## src/rtl/fetch_unit.sv

```systemverilog
// Instruction fetch stage: drives the PC to instruction memory and registers the returned word.
// One-cycle fetch latency; stall holds everything; a redirect costs one bubble; an out-of-range PC is a sticky fault.
module fetch_unit #(
  parameter logic [31:0] RESET_PC  = 32'd0,
  parameter int          MEM_BYTES = 512
) (
  input  logic        clk,
  input  logic        reset,
  input  logic        stall,
  input  logic        jump,
  input  logic [25:0] jump_target,
  input  logic        branch_taken,
  input  logic [31:0] branch_base,
  input  logic [15:0] branch_offset,
  input  logic [31:0] instruction,
  output logic [31:0] counter,
  output logic [31:0] if_instruction,
  output logic [31:0] if_pc_plus4,
  output logic        if_valid,
  output logic        fetch_fault
);

  typedef enum logic [1:0] {
    BOOT  = 2'd0,
    RUN   = 2'd1,
    FAULT = 2'd2
  } state_t;

  localparam logic [31:0] MEM_LIMIT = 32'(MEM_BYTES);

  state_t      state;
  logic [31:0] pc_plus4;
  logic [31:0] branch_pc;
  logic [31:0] next_pc;
  logic        redirect;
  logic        out_of_range;

  assign pc_plus4  = counter + 32'd4;
  assign branch_pc = branch_base + {{14{branch_offset[15]}}, branch_offset, 2'b00};
  assign redirect  = jump | branch_taken;

  // Priority: jump over branch over stall over sequential fetch.
  always_comb begin
    next_pc = pc_plus4;
    if (jump)
      next_pc = {counter[31:28], jump_target, 2'b00};
    else if (branch_taken)
      next_pc = branch_pc;
    else if (stall)
      next_pc = counter;
  end

  assign out_of_range = (next_pc >= MEM_LIMIT);

  always_ff @(posedge clk) begin
    if (reset) begin
      state          <= BOOT;
      counter        <= RESET_PC;
      if_instruction <= 32'd0;
      if_pc_plus4    <= 32'd0;
      if_valid       <= 1'b0;
      fetch_fault    <= 1'b0;
    end else begin
      case (state)
        BOOT: begin
          if_valid <= 1'b0;
          state    <= RUN;
        end
        RUN: begin
          if (out_of_range) begin
            // The offending PC is never presented to memory; counter keeps the last legal value.
            if_valid    <= 1'b0;
            fetch_fault <= 1'b1;
            state       <= FAULT;
          end else if (redirect) begin
            counter  <= next_pc;
            if_valid <= 1'b0;
          end else if (!stall) begin
            counter        <= next_pc;
            if_instruction <= instruction;
            if_pc_plus4    <= pc_plus4;
            if_valid       <= 1'b1;
          end
        end
        FAULT: begin
          if_valid    <= 1'b0;
          fetch_fault <= 1'b1;
        end
        default: begin
          state    <= FAULT;
          if_valid <= 1'b0;
        end
      endcase
    end
  end

endmodule

```

## config.mk

```make
export PLATFORM = sky130hd
export DESIGN_NAME = fetch_unit
export DESIGN_NICKNAME = d
export VERILOG_FILES = /design/src/rtl/fetch_unit.sv
export SDC_FILE = /design/constraint.sdc
export NUM_CORES = 1
export LEC_CHECK = 0
export ABC_CLOCK_PERIOD_IN_PS = 7650
export CAP_MARGIN = 30
export CORE_MARGIN = 5
export CORE_UTILIZATION = 56
export CTS_CLUSTER_SIZE = 20
export DETAILED_ROUTE_END_ITERATION = 7
export DONT_BUFFER_PORTS = 1
export PLACE_DENSITY = 0.71
export RECOVER_POWER = 25
export SLEW_MARGIN = 15
export SYNTH_ARGS = -nofsm -noshare
export SYNTH_HDL_FRONTEND = slang
export SYNTH_SLANG_ARGS = --single-unit
```

## constraint.sdc

```tcl
create_clock -name clk -period 7.65 [get_ports clk]
set_input_delay 1.1475 -clock clk [delete_from_list [all_inputs] [get_ports clk]]
set_output_delay 1.1475 -clock clk [all_outputs]
set_load 0.01 [all_outputs]
```

Yosys cells after proc, flatten, opt, wreduce, memory -nomap -nowiden --
Cells that the tools add are included.
Operators by class: $add $sub $neg 2, order comparisons 1, eq/ne operators 4, multiplexer cells 9, bitwise logic cells 6, reductions and logical operators 7
Operators by type and width (count):
- $mux 32 | 5
- $add 32x3->32 const B | 1
- $add 32x32->32 | 1
- $ge 32x10->1 const B | 1
- $pmux 2 s3 | 1
- $not 1->1 | 5
- $reduce_and 2->1 | 2
- $reduce_and 4->1 | 1
- $reduce_or 4->1 | 1
- $reduce_and 3->1 | 1
- $eq 2x1->1 const B | 1
- $eq 2x2->1 const B | 1
- $logic_not 2->1 | 1
- $mux 2 | 1
- $ne 2x1->1 const B | 1
- $ne 2x2->1 const B | 1
- $pmux 1 s2 | 1
- $reduce_bool 2->1 | 1
- $mux 1 | 1
- $or 1x1->1 | 1
Storage, ports and cells: flip-flop bits (word level) 100, input port bits 111, output and inout port bits 98, word-level logic and storage cells 35

Longest topological paths before layout --
Gate-level depths: netlist of run 1.
word-level depth 7, mapped depth 14, gate-level depth less buffers 12

Worst setup path before layout of run 1 --
Ideal clock, no wire load.
kind in2reg, start input branch_base[2], end register if_pc_plus4[8], setup time 0.123 ns, data arrival time 4.502 ns, required time 7.527 ns, setup slack 3.025 ns, cell stages on the path 14, buffers on the path 2, cells stage by stage ha_1 fa_1 a211o_1 a211o_1 a21oi_1 xor2_1 mux2i_1 a2111oi_1 o2111ai_1 nor4_2 nor3b_2 buf_4 buf_12 mux2_1
Between the ends: longest elaborated chain between the ends 6
Ends and longest elaborated chain:
- from (decl) | RTL line 13 | input logic [31:0] branch_base,
- $add 32x32->32 | RTL line 39 | assign branch_pc = branch_base + {{14{branch_offset[15]}}, branch_offset, 2'b00};
- $mux 32 | RTL line 47 | else if (branch_taken)
- $mux 32 | RTL line 45 | if (jump)
- $ge 32x10->1 | RTL line 53 | assign out_of_range = (next_pc >= MEM_LIMIT);
- $not 1->1 (no source line)
- $reduce_and 4->1 (no source line)
- to (signal assigned) | RTL line 81 | if_pc_plus4 <= pc_plus4;
- to (decl) | RTL line 18 | output logic [31:0] if_pc_plus4,
No other way between the ends. A chain may end at the register's enable or synchronous reset.

Final worst setup path of run 1 --
start input branch_base[2], end register if_instruction[17]
Between the ends: longest elaborated chain between the ends 6
Ends and longest elaborated chain:
- $add 32x32->32 | RTL line 39
- $mux 32 | RTL line 47
- $mux 32 | RTL line 45
- $ge 32x10->1 | RTL line 53
- $not 1->1 (no source line)
- $reduce_and 4->1 (no source line)
- to (signal assigned) | RTL line 80 | if_instruction <= instruction;
- to (decl) | RTL line 17 | output logic [31:0] if_instruction,
No other way between the ends.

==> results of run 1 <==
-- worst max-delay path: cells and delay by family --
kind                       cells  cell delay [ns]
and+or+nand+nor                4             1.47
adders and majority gates      2             0.65
muxes                          1             0.24
buffers and inverters          2             0.59
AOI/OAI and AO/OA              5             1.56
-- final cells by class --
type / instances / area share [%]
repair buffers: 4 / 0.598
flip-flops and latches: 100 / 28.1
well taps: 147 / 2.58
clock inverters: 7 / 1.04
multi-input cells: 685 / 63.8
clock buffers: 9 / 3.16
inverters: 13 / 0.686
-- synth_stat cells (6+ instances only) --
cell type / count
sky130_fd_sc_hd__o21ai_0: 36
sky130_fd_sc_hd__o211ai_1: 9
sky130_fd_sc_hd__a21o_1: 15
sky130_fd_sc_hd__clkbuf_1: 36
sky130_fd_sc_hd__a21oi_1: 57
sky130_fd_sc_hd__xnor2_1: 15
sky130_fd_sc_hd__nor2b_1: 7
sky130_fd_sc_hd__inv_1: 12
sky130_fd_sc_hd__nor3b_1: 26
sky130_fd_sc_hd__mux2i_1: 41
sky130_fd_sc_hd__o21a_1: 12
sky130_fd_sc_hd__dfxtp_1: 100
sky130_fd_sc_hd__or3_1: 14
sky130_fd_sc_hd__and2_1: 28
sky130_fd_sc_hd__xor2_1: 14
sky130_fd_sc_hd__nor4_1: 7
sky130_fd_sc_hd__and4_1: 6
sky130_fd_sc_hd__nor2_1: 40
sky130_fd_sc_hd__nand3_1: 22
sky130_fd_sc_hd__ha_1: 30
sky130_fd_sc_hd__buf_2: 9
sky130_fd_sc_hd__a211oi_1: 10
sky130_fd_sc_hd__mux2_2: 6
sky130_fd_sc_hd__a31oi_1: 11
sky130_fd_sc_hd__and3_1: 13
sky130_fd_sc_hd__a31o_2: 8
sky130_fd_sc_hd__nor3_1: 26
sky130_fd_sc_hd__nand4_1: 20
sky130_fd_sc_hd__nand2_1: 125
-- per-stage QoR --
stage               util [%]  total power (uW)  cells  worst slack [ns]  hold WS (ns)
floorplan                  -               719    853              3.03         0.461
global placement        56.8               767    949              2.02         0.483
detailed placement      56.8               768    949              1.93         0.503
CTS                     59.3              1210    965              2.27         0.513
global route            59.3              1270    965              2.08         0.530
finish                  59.3              1210    965              2.23         0.509
-- routing by layer --
| layer | share of wire, % | track usage [%] |
|---|---|---|
| met5 | 0 | 0 |
| met4 | 3.3 | 10.6 |
| met3 | 9.5 | 7.76 |
| met2 | 47 | 45.7 |
| met1 | 40 | 33.3 |
-- power groups by stage --
stage / combinational [uW] / sequential (uW) / clock [uW]
CTS: 234 / 525 / 453
detailed placement: 232 / 537 / 0
global route: 262 / 525 / 481
finish: 239 / 525 / 444
floorplan: 184 / 536 / 0
global placement: 231 / 536 / 0
-- flip-flops by register name (all words and copies together) (netlist names) --
| signal | cells |
|---|---|
| counter | 32 |
| fetch_fault | 1 |
| if_instruction | 32 |
| if_pc_plus4 | 32 |
| if_valid | 1 |
| state | 2 |
-- cells by family (layout without fill, tap and decap cells) --
logic type | Yosys count | count (layout) | share of synthesized area, %
xor+xnor | 29 | 29 | 3.71
mux | 48 | 48 | 7.14
simple gates | 359 | 359 | 27.9
buf+inv | 68 | 33 | 4.62
flops | 100 | 100 | 29.2
compound gates | 218 | 218 | 21.7
fa+ha+maj | 31 | 31 | 5.77
-- worst min path at each step --
stage	start	to	slack [ns]
floorplan	counter[0]$_SDFFE_PP0P_	if_pc_plus4[0]$_SDFFE_PP0P_	0.46
global placement	state[1]$_SDFFE_PP0P_	state[0]$_SDFFE_PP0P_	0.48
detailed placement	if_instruction[1]$_SDFFE_PP0P_	if_instruction[1]$_SDFFE_PP0P_	0.50
CTS	state[1]$_SDFFE_PP0P_	state[0]$_SDFFE_PP0P_	0.51
global route	if_pc_plus4[21]$_SDFFE_PP0P_	if_pc_plus4[21]$_SDFFE_PP0P_	0.53
finish	if_instruction[1]$_SDFFE_PP0P_	if_instruction[1]$_SDFFE_PP0P_	0.51
==> qor_table.md, run 1 <==
| Quantity | Value |
| --- | --- |
| Run status | complete, no violations |
| Startpoint-to-endpoint class of the critical path | in -> reg |
| Root Buffer | sky130_fd_sc_hd__clkbuf_16 |
| Synth area leader | sky130_fd_sc_hd__dfxtp_1 |
| R2r setup slk | 3.04 ns |
| Path class of the lowest-slack min-delay path | reg -> reg |
| Detailed-route via count | 6443 |
| Worst clock skew | 0.00862 ns |
| R2R depth | 13 |
| TritonCTS clock tree | built |
| #FFs+latches synth | 100 |
| Most used cell, CP | sky130_fd_sc_hd__a211o_1 |
| Relative slew slack | 35.6% |
| Clock-pin slew on the worst setup and hold paths | 0.06 ns |
| Number of DRC violations after detailed-routing iteration 0 | 622 |
| Resized cells post-CTS | 0 |
| Filler cell count | 1094 |
| Hold Path Cell Cnt | 2 |
| Unrepaired setup endpoints after global routing | no |
| Slowest Stage Delay on Critical Path | 0.79 ns |
| Combined area of the multi-input logic cells | 4540 um2 |
| Period utilization | 70.9% |
| Main flop type after synthesis | sky130_fd_sc_hd__dfxtp_1 |
| Total number of placement rows | 40 |
| Floorplan die width | 121 um |
| Antenna cell count | 0 |
| Pin count of the biggest net entering global routing | 89 |
| Largest fanout on the critical path | 50 |
| Area of all placed cells without fillers | 7120 um2 |
| Gr ovfl total | 0 |
| Slew Viols, Final | 0 |
| R2r endpoint | if_instruction[17]$_SDFFE_PP0P_ |
| Ordered cell list for the critical path | ha_1 -> fa_1 -> a211o_1 -> a211o_1 -> a22oi_1 -> or3_1 -> a21oi_1 -> a211oi_1 -> nand4_1 -> nor4_2 -> buf_4 -> nor3b_4 -> buf_12 -> mux2i_1 |
| Count of max-cap constraint violations | 0 |
| Register area share after synthesis | 29.2% |
| Net switching power | 345 uW |
| Per-cell routed wire length | 21.5 um |
| Instance count of the mapped netlist | 853 |
| Final hold violation count | 0 |
| Final weighted congestion in routability-driven placement | 0.967 |
| Synthesized area per cell | 8.04 um2 |
| Post-route antenna net violation count | 0 |
| Most common cell after layout, fill and taps aside | sky130_fd_sc_hd__nand2_1 |
| Total routing usage reported by global routing | 27.4% |
| End point of the critical path | if_instruction[17]$_SDFFE_PP0P_ |
| Internal power | 863 uW |
| Worst flop-to-flop path startpoint | counter[2]$_SDFFE_PP0P_ |
| Launch point of the critical path | branch_base[2] |
| Initial standard-cell utilization of the core | 57.1% |
| Count of flip-flops with a built-in enable after synthesis | 0 |
| Commonest cells after routing, fill and taps aside | 125 x sky130_fd_sc_hd__nand2_1, 100 x sky130_fd_sc_hd__dfxtp_1, 57 x sky130_fd_sc_hd__a21oi_1, 41 x sky130_fd_sc_hd__mux2i_1, 40 x sky130_fd_sc_hd__nor2_1 |
| Final Setup Violations | 0 |
| Area Growth Syn to Fin | 3.85% |
| Crit start category | input pin |
| Leak pwr | 0.00264 uW |
| Worst-skew pair later-pin latency | 0.33 ns |
| Post-synthesis cell type count | 80 |
| Switching share of total power | 28.5% |
| Count of hold-fix buffers inserted at cts | 0 |
| Cell Area, Synth | 6850 um2 |
| Sequential cell fraction of total power | 43.4% |
| Number of buffer cells added on primary ports | 0 |
| Cell area after placement | 6820 um2 |
| Max Clk Rate | 0.184 GHz |
| Largest vdd supply drop | 0.155 mV |
| Required time of the critical path | 7.91 ns |
| Clock network fraction of total power | 36.8% |
| Routed via count divided by cell count | 6.68 |
| Total setup buffers inserted after CTS | 0 |
| Yosys warnings | 0 |
| Storage element area | 2000 um2 |
| Area of the core region | 12000 um2 |
| Post-Synthesis Net Count | 995 |
| Share of final-layout standard cells stronger than drive strength 1 | 5.87% |
| Number of nets in the layout | 955 |
| Global-route wire length before repair | 32200 um |
| Setup TNS | 0 ns |
| Height of the chip | 121 um |
| Drt first pass iters | 6 |
| Max clock buf depth | 2 |
| Logic pwr share | 19.8% |
| Area of the die | 14600 um2 |
| Number of buffers created by CTS | 9 |
| Power density over cell area | 170 nW/um2 |
| Number of remaining DRC errors | 0 |
| FFs w/ async S/R, synth | 0% |
| Area fraction of the dominant cell type after synthesis | 29.2% |
| Total clock sinks | 100 |
| Detail Placement HPWL | 16100 um |
| Arrival time at the worst endpoint | 5.68 ns |
| Kind of end point of the critical path | flip-flop |
| Top cells by area in the synthesized netlist | sky130_fd_sc_hd__dfxtp_1 29%, sky130_fd_sc_hd__nand2_1 6.8%, sky130_fd_sc_hd__mux2i_1 6.0%, sky130_fd_sc_hd__ha_1 5.5%, sky130_fd_sc_hd__a21oi_1 4.2% |
| Slowest-stage cell, CP | sky130_fd_sc_hd__nor3b_4 |
| Total routed wirelength | 20800 um |
| Number of global-route vias before repair | 6138 |
| Final worst path period need | 5.42 ns |
| Initial antenna violation count | 0 |
| Depth of the CTS H-tree | 3 |
| Top-Level Pins | 209 |
| Worst slew pin tran | 0.962 ns |
No activity file was read; power rests on OpenSTA's default activity.
==> run 2, diff against run 1 <==
- ABC_CLOCK_PERIOD_IN_PS: 7650 -> 4400
- PLACE_DENSITY: 0.71 -> 0.74
- clock period: 7.65 -> 4.4 ns (I/O delays scaled with it)
==> run 2 against run 1 <==
- sequential share of layout area down 1.2 points
- register-to-register slack worse by 2.6 ns
- combinational power up 83%
- cell count up 3.1%
- via count up 1.5%
- largest power group unchanged
- utilization up 2.7 points
- worst setup slack worse by 2.0 ns
- critical path type unchanged
- sequential power up 74%
- global-route usage up 0.069 points
- routed wire length unchanged
- clock-buffer cell count up 2
- flip-flop and latch count unchanged
==> qor_table.md, run 2 (synthesized netlist as in run 1, its figures left out) <==
| Quantity | Value | Change |
| --- | --- | --- |
| Crit start category | input pin |  |
| Share of final-layout standard cells stronger than drive strength 1 | 9.08% | +3.2 points |
| Power density over cell area | 303 nW/um2 | +79% |
| Max Clk Rate | 0.239 GHz |  |
| Gr ovfl total | 0 | unchanged |
| Largest registers ranked by flip-flop count | counter (32), if_instruction (32), if_pc_plus4 (32) |  |
| Total routing usage reported by global routing | 27.4% | +0.069 points |
| Antenna cell count | 0 | unchanged |
| Leak pwr | 0.00283 uW | +7.0% |
| Post-route antenna net violation count | 0 | unchanged |
| Required time of the critical path | 4.66 ns | -3.25 ns |
| Relative slew slack | 39.0% | +3.3 points |
| Period utilization | 95.1% |  |
| Run status | complete, no violations |  |
| Per-cell routed wire length | 20.9 um | -3.0% |
| Global-route wire length before repair | 32300 um | +0.38% |
| Final core area utilization | 62.0% | +2.7 points |
| Initial standard-cell utilization of the core | 57.1% | unchanged |
| Count of max-cap constraint violations | 0 | unchanged |
| DP Worst Slack | -0.0130 ns | -1.94 ns |
| Area of the die | 14600 um2 | unchanged |
| Count of hold-fix buffers inserted at cts | 0 | unchanged |
| Largest fanout on the critical path | 29 | -42% |
| Startpoint-to-endpoint class of the critical path | in -> reg |  |
| Depth of the CTS H-tree | 3 | unchanged |
| Post-route setup slack | 0.216 ns | -2.01 ns |
| Pin count of the biggest net entering global routing | 69 | -22% |
| Initial antenna violation count | 0 | unchanged |
| Worst clock skew | 0.00776 ns | -0.000863 ns |
| Setup TNS | 0 ns | unchanged |
| Top-Level Pins | 209 | unchanged |
| Worst-skew pair later-pin latency | 0.34 ns | about the same |
| Number of DRC violations after detailed-routing iteration 0 | 615 | -1.1% |
| Drt first pass iters | 5 | -1 |
| Resized cells post-CTS | 0 | unchanged |
| Floorplan die width | 121 um | unchanged |
| Number of nets in the layout | 985 | +3.1% |
| TritonCTS clock tree | built |  |
| Area of the core region | 12000 um2 | unchanged |
| Tightest hold margin | 0.421 ns | -0.0882 ns |
| Placed cell count | 978 | +3.1% |
| Path class of the lowest-slack min-delay path | in -> reg |  |
| Largest vdd supply drop | 0.314 mV | +100% |
| Number of remaining DRC errors | 0 | unchanged |
| Final weighted congestion in routability-driven placement | 0.931 | -3.7% |
| Unrepaired setup endpoints after global routing | no |  |
| Total number of placement rows | 40 | unchanged |
| Final Setup Violations | 0 | unchanged |
| Final hold violation count | 0 | unchanged |
| Root Buffer | sky130_fd_sc_hd__clkbuf_16 |  |
| Detailed-route via count | 6539 | +1.5% |
| Slew Viols, Final | 0 | unchanged |
| Number of buffer cells added on primary ports | 0 | unchanged |
| Height of the chip | 121 um | unchanged |
| Routed via count divided by cell count | 6.57 | -1.6% |
| Worst slew pin tran | 0.912 ns | -0.0495 ns |
| Kind of end point of the critical path | flip-flop |  |
| Clock-pin slew on the worst setup and hold paths | 0.06 ns | about the same |
| Number of buffers created by CTS | 9 | unchanged |
| Max clock buf depth | 2 | unchanged |
| Number of global-route vias before repair | 6222 | +1.4% |
| Commonest cells after routing, fill and taps aside | 125 x sky130_fd_sc_hd__nand2_1, 100 x sky130_fd_sc_hd__dfxtp_1, 57 x sky130_fd_sc_hd__a21oi_1, 41 x sky130_fd_sc_hd__mux2i_1, 40 x sky130_fd_sc_hd__nor2_1 |  |
| Area Growth Syn to Fin | 8.62% |  |
| Total routed wirelength | 20800 um | unchanged |
| Total setup buffers inserted after CTS | 0 | unchanged |
| Arrival time at the worst endpoint | 4.45 ns | -1.23 ns |
| Detail Placement HPWL | 16500 um | +2.3% |
| Post-route non-filler standard cell count | 995 | +3.1% |
| Total clock sinks | 100 | unchanged |
| Most common cell after layout, fill and taps aside | sky130_fd_sc_hd__nand2_1 |  |
| Final worst path period need | 4.18 ns |  |
## run 2: changes by cell type in the layout (fill, tap and decap cells not counted), sizes merged
cell | previous run | this run
clkinv | 3 | 1
inv | 15 | 14
bufinv | 1 | 3
clkinvlp | 1 | 0
clkbuf | 9 | 11
buf | 4 | 34
## run 2: final cells by class
type                       count  area (um2)
fill                        1059        4570
multi-input combinational    685        4540
sequential                   100        2000
timing repair buffer          34         318
clock buffer                  11         243
tap                          147         184
clock inverter                 5         108
inverter                      13        48.8
## run 2: critical path, stage by stage
cell and delay, ns:
sky130_fd_sc_hd__ha_1 0.20, sky130_fd_sc_hd__fa_1 0.44, sky130_fd_sc_hd__a211o_1 0.31, sky130_fd_sc_hd__a211o_1 0.38, sky130_fd_sc_hd__nand2_1 0.10, sky130_fd_sc_hd__xor2_1 0.24, sky130_fd_sc_hd__o2111ai_1 0.14, sky130_fd_sc_hd__a2111oi_1 0.52
sky130_fd_sc_hd__o2111ai_1 0.25, sky130_fd_sc_hd__nor4_2 0.33, sky130_fd_sc_hd__nor3b_4 0.29, sky130_fd_sc_hd__buf_12 0.17, sky130_fd_sc_hd__buf_12 0.19, sky130_fd_sc_hd__mux2i_1 0.21
## run 2: stage by stage
step                      total power, uW  cell area (um2)
after floorplan                      1250             6850
after global placement               1350             7070
after detailed placement             1350             7070
after CTS                            2250             7420
after global routing                 2350             7440
final                                2260             7440
## run 2: metal layers
metal  GRT usage, %  part of all wire [%]  routed length [um]
met5              0                     0                   0
met1           34.3                    41                8510
met4           10.7                   3.0                 626
met3           6.97                   8.7                1800
met2           45.3                    47                9820
## run 2: path summary, 6_finish.rpt
kind | startpoint | end | slack [ns] | cells past startpoint
max | branch_base[2] | if_instruction[25]$_SDFFE_PP0P_ | 0.22 | 14
min | reset | if_pc_plus4[9]$_SDFFE_PP0P_ | 0.42 | 1
min reg2reg | state[1]$_SDFFE_PP0P_ | state[0]$_SDFFE_PP0P_ | 0.50 | 1
max reg2reg | counter[9]$_SDFFE_PP0P_ | if_instruction[25]$_SDFFE_PP0P_ | 0.45 | 12
## run 2: power by group
part | switching (uW) | leakage [uW] | internal, uW | total [uW]
registers | 3.93 | 0.000806 | 908 | 912
clock network | 331 | 0.000170 | 574 | 905
logic | 270 | 0.00185 | 169 | 438
total | 604 | 0.00283 | 1650 | 2260
